File: config.mk
export PLATFORM = sky130hd
export DESIGN_NAME = high_score_tracker
export DESIGN_NICKNAME = d
export VERILOG_FILES = /design/src/rtl/dino_pkg.sv /design/src/rtl/bcd_digit_cmp.sv /design/src/rtl/high_score_tracker.sv
export SDC_FILE = /design/constraint.sdc
export NUM_CORES = 1
export LEC_CHECK = 0
export ABC_AREA = 1
export CAP_MARGIN = 25
export CORE_AREA = 3 3 78 73
export DETAILED_ROUTE_END_ITERATION = 7
export DIE_AREA = 0 0 81 76
export PLACE_DENSITY = 0.79
export RECOVER_POWER = 25
export SYNTH_ARGS = -nofsm -noshare
export SYNTH_HDL_FRONTEND = slang
export SYNTH_SLANG_ARGS = --single-unit
File: constraint.sdc
create_clock -name clk -period 2 [get_ports clk]
set_input_delay 0.4 -clock clk [delete_from_list [all_inputs] [get_ports clk]]
set_output_delay 0.4 -clock clk [all_outputs]
set_load 0.02 [all_outputs]
File: src/rtl/dino_pkg.sv
// Shared types and helpers for the dino game score path.
package dino_pkg;

  localparam int BCD_W          = 4;
  localparam int BCD_MAX_DIGITS = 8;
  localparam int BCD_MAX_W      = BCD_W * BCD_MAX_DIGITS;

  typedef enum logic [2:0] {
    IDLE      = 3'd0,
    RUNNING   = 3'd1,
    COMPARE   = 3'd2,
    UPDATE    = 3'd3,
    CELEBRATE = 3'd4
  } hs_state_t;

  // Callers zero-extend narrower score vectors to BCD_MAX_W before calling.
  function automatic logic [BCD_W-1:0] bcd_digit(input logic [BCD_MAX_W-1:0] vec,
                                                 input int idx);
    return vec[idx*BCD_W +: BCD_W];
  endfunction

endpackage

File: src/rtl/bcd_digit_cmp.sv
// Unsigned 4-bit magnitude compare of one score digit against one best-score digit.
module bcd_digit_cmp
  import dino_pkg::*;
(
  input  logic [BCD_W-1:0] a,
  input  logic [BCD_W-1:0] b,
  output logic             gt,
  output logic             lt,
  output logic             eq
);

  assign gt = (a > b);
  assign lt = (a < b);
  assign eq = (a == b);

endmodule

File: src/rtl/high_score_tracker.sv
// Snapshots the run score on game over and keeps the best score via an MSD-first serial compare.
// Define HS_BLINK_EN to build the post-record CELEBRATE blink; otherwise hs_blink is tied low.
module high_score_tracker
  import dino_pkg::*;
#(
  parameter int NUM_DIGITS    = 5,
  parameter int BLINK_TICKS   = 5,
  parameter int BLINK_TOGGLES = 8
) (
  input  logic                        clk,
  input  logic                        rst_n,
  input  logic                        game_tick,
  input  logic                        game_start,
  input  logic                        game_over,
  input  logic [BCD_W*NUM_DIGITS-1:0] score,
  output logic [BCD_W*NUM_DIGITS-1:0] hi_score,
  output logic                        new_record,
  output logic                        hs_blink,
  output logic                        busy
);

  localparam int SCORE_W = BCD_W * NUM_DIGITS;
  localparam int IDX_W   = (NUM_DIGITS > 1) ? $clog2(NUM_DIGITS) : 1;
  localparam logic [IDX_W-1:0] IDX_TOP = IDX_W'(NUM_DIGITS - 1);

  hs_state_t            state;
  logic [SCORE_W-1:0]   snapshot;
  logic [IDX_W-1:0]     idx;
  logic                 pending_start;
  logic                 start_req;
  logic [BCD_MAX_W-1:0] snap_ext;
  logic [BCD_MAX_W-1:0] hi_ext;
  logic [BCD_W-1:0]     snap_digit;
  logic [BCD_W-1:0]     hi_digit;
  logic                 dig_gt;
  logic                 dig_lt;
  logic                 dig_eq;

`ifdef HS_BLINK_EN
  localparam int TICK_W = (BLINK_TICKS > 1) ? $clog2(BLINK_TICKS) : 1;
  localparam int TOG_W  = (BLINK_TOGGLES > 1) ? $clog2(BLINK_TOGGLES) : 1;
  logic [TICK_W-1:0] tick_cnt;
  logic [TOG_W-1:0]  tog_cnt;
`else
  assign hs_blink = 1'b0;
`endif

  always_comb begin
    snap_ext                = '0;
    hi_ext                  = '0;
    snap_ext[SCORE_W-1:0]   = snapshot;
    hi_ext[SCORE_W-1:0]     = hi_score;
  end

  assign snap_digit = bcd_digit(snap_ext, int'(idx));
  assign hi_digit   = bcd_digit(hi_ext, int'(idx));

  bcd_digit_cmp u_digit_cmp (
    .a  (snap_digit),
    .b  (hi_digit),
    .gt (dig_gt),
    .lt (dig_lt),
    .eq (dig_eq)
  );

  // A start arriving on the very cycle a comparison finishes counts as pending too.
  assign start_req = pending_start | game_start;
  assign busy      = (state == COMPARE) || (state == UPDATE);

  always_ff @(posedge clk) begin
    if (!rst_n) begin
      state         <= IDLE;
      hi_score      <= '0;
      new_record    <= 1'b0;
      snapshot      <= '0;
      idx           <= IDX_TOP;
      pending_start <= 1'b0;
`ifdef HS_BLINK_EN
      hs_blink      <= 1'b0;
      tick_cnt      <= '0;
      tog_cnt       <= '0;
`endif
    end else begin
      case (state)
        IDLE: begin
          if (game_start) begin
            state      <= RUNNING;
            new_record <= 1'b0;
          end
        end

        RUNNING: begin
          if (game_over) begin
            state         <= COMPARE;
            snapshot      <= score;
            idx           <= IDX_TOP;
            pending_start <= game_start;
          end
        end

        COMPARE: begin
          if (game_start) begin
            pending_start <= 1'b1;
          end
          if (dig_gt) begin
            state <= UPDATE;
          end else if (dig_lt || (dig_eq && (idx == '0))) begin
            if (start_req) begin
              state         <= RUNNING;
              pending_start <= 1'b0;
              new_record    <= 1'b0;
            end else begin
              state <= IDLE;
            end
          end else begin
            idx <= idx - 1'b1;
          end
        end

        UPDATE: begin
          hi_score <= snapshot;
          if (start_req) begin
            state         <= RUNNING;
            pending_start <= 1'b0;
            new_record    <= 1'b0;
          end else begin
            new_record <= 1'b1;
`ifdef HS_BLINK_EN
            state      <= CELEBRATE;
`else
            state      <= IDLE;
`endif
          end
        end

`ifdef HS_BLINK_EN
        // Blink phase advances only on game ticks; a new run aborts it immediately.
        CELEBRATE: begin
          if (game_start) begin
            state      <= RUNNING;
            new_record <= 1'b0;
            hs_blink   <= 1'b0;
            tick_cnt   <= '0;
            tog_cnt    <= '0;
          end else if (game_tick) begin
            if (tick_cnt == TICK_W'(BLINK_TICKS - 1)) begin
              tick_cnt <= '0;
              if (tog_cnt == TOG_W'(BLINK_TOGGLES - 1)) begin
                tog_cnt  <= '0;
                hs_blink <= 1'b0;
                state    <= IDLE;
              end else begin
                tog_cnt  <= tog_cnt + 1'b1;
                hs_blink <= ~hs_blink;
              end
            end else begin
              tick_cnt <= tick_cnt + 1'b1;
            end
          end
        end
`endif

        default: begin
          state <= IDLE;
        end
      endcase
    end
  end

endmodule
======== Yosys cells after proc, flatten, opt, wreduce, memory -nomap -nowiden ========
Index checks and enable logic that the tools add are counted.
word-level totals
  output and inout port bits .............. 23
  input bits .............................. 25
  word-level logic and storage cells ...... 59
  flip-flop bits (word level) ............. 48
operators by class
  shift operators ......................... 2
  add/subtract/negate cells ............... 1
  order comparisons ....................... 2
  mux-type cells .......................... 22
  bitwise logic cells ..................... 1
  equal/unequal tests ..................... 12
  reductions and logical operators ........ 13
operators by type and width
  cell                                                                    number
  32-bit by 6-bit variable part select with 4-bit output                  2
  3-bit 2-to-1 mux                                                        7
  2-bit != test (second input constant)                                   6
  3-bit case mux with 4 select lines                                      1
  1-bit 2-to-1 mux                                                        11
  3-bit by 2-bit equality test with 1-bit output (second input constant)  2
  3-bit zero test                                                         2
  1-bit case mux with 3 select lines                                      2
  3-bit case mux with 2 select lines                                      1
  3-bit AND reduction                                                     2
  3-bit nonzero test                                                      2
  5-bit AND reduction                                                     1
  4-bit equality test                                                     1
  4-bit greater-than comparator                                           1
  4-bit less-than comparator                                              1
  4-bit AND reduction                                                     1
  3-bit by 1-bit equality test with 1-bit output (second input constant)  1
  3-bit by 2-bit != test with 1-bit output (second input constant)        1
  3-bit by 1-bit subtractor with 3-bit output (second input constant)     1
  1-bit logical OR                                                        2
  2-bit by 1-bit != test with 1-bit output (second input constant)        1
  2-bit AND reduction                                                     1
  2-bit nonzero test                                                      1
  1-bit logical AND                                                       1
  1-bit bitwise OR                                                        1

======== Longest topological paths before layout ========
  depth in word-level cells ............... 7
  mapped depth ............................ 19
  depth with buffers taken out ............ 19

======== Hierarchy ========
From an unflattened synthesis, not the netlist that was laid out.
second synthesis, totals
  cell total of the unflattened synthesis .. 322
  area total of the unflattened synthesis .. 2,343.5 um^2
by module, submodules not included
  module              sequential area each (um^2)  cells an instance  times used  area an instance (um^2)
  high_score_tracker  940.9                        302                1           2,228.4
  bcd_digit_cmp       0.0                          20                 1           115.1

======== Worst setup path after synthesis ========
OpenSTA, ideal clock, no wires.
  kind .................................... register to register
  start point ............................. register idx[0]
  end point ............................... register new_record
  cell stages (with the launch flop) ...... 16
  buffers on the path ..................... 1
  library setup time ...................... 0.113 ns
  period minus slack after synthesis ...... 2.166 ns
  required time ........................... 1.887 ns
  arrival ................................. 2.054 ns
  setup slack ............................. -0.166 ns
  cell sequence ........................... dfxtp_1 buf_2 inv_1 nand3_1 o21ai_0 inv_1 ha_1 nand2_1 nor2_1 nand3_1 nand3_1 nand2_1 nor2_1 nand2_1 nand2_1 nor2_1
on the way
  word-level cells in the longest chain between the ends .. 6
  elaborated cells between the ends (all ways) .. 11
  classes of those cells .................. 2 x order compare; 3 x eq/ne; 2 x shift; 4 x reduce/logical
ends and longest elaborated chain
  element                                                                             RTL line                   source
  start, declared                                                                     high_score_tracker.sv:28   logic [IDX_W-1:0] idx;
  start signal, assigned                                                              high_score_tracker.sv:116  idx <= idx - 1'b1;
  parallel branches: the longest is 5 deep, another holds 4-bit less-than comparator  --
  5-bit AND reduction (no line) (*)                                                   --
  end signal, assigned                                                                high_score_tracker.sv:111  new_record <= 1'b0;
  end signal, assigned                                                                high_score_tracker.sv:125  new_record <= 1'b0;
  end signal, assigned                                                                high_score_tracker.sv:127  new_record <= 1'b1;
  end, declared                                                                       high_score_tracker.sv:17   output logic new_record,
Mark *: on every way between the ends.
A chain may end at the register's enable or synchronous reset.

======== Worst setup path in the final report ========
Ends and elaborated chain as after synthesis.

==> summary.txt <==
Status
  • Outcome: finished with violations
  • Violated checks: setup timing

Yosys
  • Post-synthesis mux area share: 0%
  • XOR/XNOR Fraction of Synth Area: 0.401%
  • Ys Warns: 0
  • Post-Synth Adder-Cell Area: 3.43%
  • Share of the synthesized area in the top cell type: roughly 43%
  • Synth area leaders: dfxtp_1, o21ai_0, a21oi_1, inv_1, nand2_1
  • Post-synth top area cell: dfxtp_1
  • Area fraction in compound gates after synthesis: 27.4%
  • Simple-Gate Fraction of Synth Area: 14.3%
  • Largest family of logic cells by synthesized area: compound AO/OA/AOI/OAI gates
  • Syn Inst Count: ~310
  • Synth cell types: 20
  • Synth Area per Inst: a little over 7 µm²
  • Sequential element share of the synthesized area: a little over two fifths
  • Number of synthesized register bits: 47
  • Post-Syn Nets: around 340
  • Post-Synthesis Cell Area: roughly 2200 µm²

STA
  • Max Freq: 458 MHz
  • Skew final: a little over 9 ps
  • Final setup vio count: 7
  • Final Hold Viols: 0
  • RSZ-0062 raised after global routing: true
  • Worst setup margin: -183 ps
  • Period utilization: 109%
  • Final min period: 2180 ps
  • Slew Limit Fails: 0

Route
  • DR WL/cell: between 10 and 15 µm
  • DRC errors left: 0
  • Via Count: between 2000 and 2500
  • Violation count after the first detailed-route iteration: roughly 220
  • Drt first pass iters: 4
  • Post-route ant nets: 0
  • Drt total wl: approximately 6.3 mm
  • Via density: about 5.3

Final layout
  • Share of cells above drive strength 1: 21.5%
  • Synth-to-layout area growth: 46.5%
  • Most used cells in the layout excluding fill and tap cells: a21oi_1, dfxtp_1, clkdlybuf4s50_1
  • Fin util: between 60% and 70%
  • Fin nets: 393
  • Antenna cells: 0
  • Cell area after layout: approximately 3200 µm²
  • Commonest non-fill, non-tap cell in the layout: a21oi_1

Floorplan
  • FP Rows: 24
  • Initial core utilization: between 40% and 50%
  • Chip Width: between 80 and 90 µm
  • Core Area: a little under 5000 µm²
  • Number of I/O pins: 48
  • DIE AREA: ~6000 µm²
  • Die Ht: ~76 µm

Worst setup path
  • Crit path kind: reg2reg
  • Critical-path cell list: buf_12 -> a21oi_2 -> o21ai_1 -> nand3_2 -> o21ai_1 -> inv_1 -> ha_4 -> nand2_4 -> nor2_4 -> inv_2 -> nand3_4 -> nand2_1 -> nor2_4 -> nand2_1 -> nand2_1 -> nor2_1
  • Critical path arrival: 2400 ps
  • Buffers & Inverters on Critical Path: 3
  • Crit path max fanout: 8
  • CP Capture Type: flip-flop
  • Crit path largest cell delay: 420 ps
  • CP delay by family, top: simple AND/OR/NAND/NOR gates
  • Slowest CP cell: dfxtp_4
  • Setup crit start kind: flip-flop
  • Worst Path Required: 2210 ps
  • Top cell by count, worst path: nand2_1

Place
  • I/O Buffers: 45
  • Post-Place Cell Area: 2770 µm²
  • GPL Wtd Cong: just over 0.8
  • Hpwl dp: around 3.7 mm

Run
  • Max-Cap Viols: 0

Power and ir drop
  • Pwr per Cell Area: ~1400 nW/µm²
  • Peak supply drop: 0.608 mV
  • Leak: 1.21 nW

Clocking
  • CTS Buffer Depth: 2
  • CTS Buf Count: 5
  • CTS Sinks: 47
  • Clock Latency Late Sink: about 310 ps
  • Clock-pin slew on the worst setup and hold paths: about 90 ps
  • CTS tree: done
  • Hold_buf cts: 0
  • Clock tree root buffer cell: clkbuf_8
  • H-tree lvl count: 2

GRT
  • Largest net degree at the start of global routing: 46
  • Total GRT Usage: a little over 20%
  • First-pass GRT wire length: ~10 mm
  • Gr ovfl total: 0
  • Initial antenna violation count: 0
  • Vias in the first global route: 2203

Worst hold path
  • Type of the worst min-delay path: reg2reg
cells by family (layout without fill, tap and decap cells):
family,count (synthesis),after routing
compound gates,119,119
flops,47,47
other cells,1,1
simple gates,71,71
buf+inv,63,118
fa+ha+maj,6,6
xor+xnor,1,1
through the flow:
step	instances	setup slack [ps]	power (mW)	hold slack [ps]	setup TNS (ps)
after global placement	413	-157	2.94	452	-520
after floorplan	308	2.54	2.43	436	0
after detailed placement	413	-230	2.99	461	-850
after global routing	428	-310	4.83	504	-2030
after CTS	427	-82.5	4.09	476	-316
final	428	-183	4.56	479	-1160
worst min-delay path: cells and delay by family (launching register included):
kind | cells | cell delay, ps
buffers and inverters | 1 | 70
AOI/OAI and AO/OA | 1 | 60
DFF | 1 | 310
registers in the layout, indices dropped and copies added (netlist names):
name and flops:
state 2, new_record 1, idx 3, hi_score 20
snapshot 20, pending_start 1
path summary, 6_finish.rpt:
kind | startpoint | to | slack (ps) | depth (start not counted)
worst max register to register | idx[0] | new_record | -180 | 16
worst max-delay path | idx[0] | new_record | -180 | 16
worst min register to register | snapshot[11] | snapshot[11] | 480 | 2
worst min-delay path | snapshot[11] | snapshot[11] | 480 | 2
power breakdown:
part / total, mW / internal [mW] / switching [mW]
Combinational: 2.66 / 1.15 / 1.51
Clock: 0.571 / 0.245 / 0.327
Sequential: 1.33 / 1.15 / 0.172
Total: 4.56 / 2.55 / 2.01
repair_timing:
item                                    CTS  global route
pin swaps                                23            23
gates resized for setup                  46            36
gates cloned                              2             0
endpoints found under the setup margin    7             7
setup buffers                             4             1
routing by layer:
layer	up-vias	part of all wire (%)	GRT usage, %
met2	93	48	31.6
met5	-	0	0
li1	1136	-	-
met3	16	7.3	5.20
met4	0	2.4	7.26
met1	1027	42	27.0
synthesized netlist by cell type:
library cell and n:
a21oi_1 56, a22oi_1 1, a31oi_1 1, buf_2 4
buf_4 1, clkbuf_1 12, conb_1 1, dfxtp_1 47
ha_1 6, inv_1 41, inv_2 5, nand2_1 33
nand3_1 21, nand4_1 4, nor2_1 10, nor2_4 1
nor3_1 2, o21ai_0 57, o21ai_1 4, xnor2_1 1
layout make-up:
class,count,area (µm²)
sequential,47,946
clock buffer,6,72.6
inverter,46,190
clock inverter,2,12.5
tap,65,81.3
multi-input combinational,198,1240
timing repair buffer,64,658
fill,390,1660
Power figures use the tool's default switching activity.
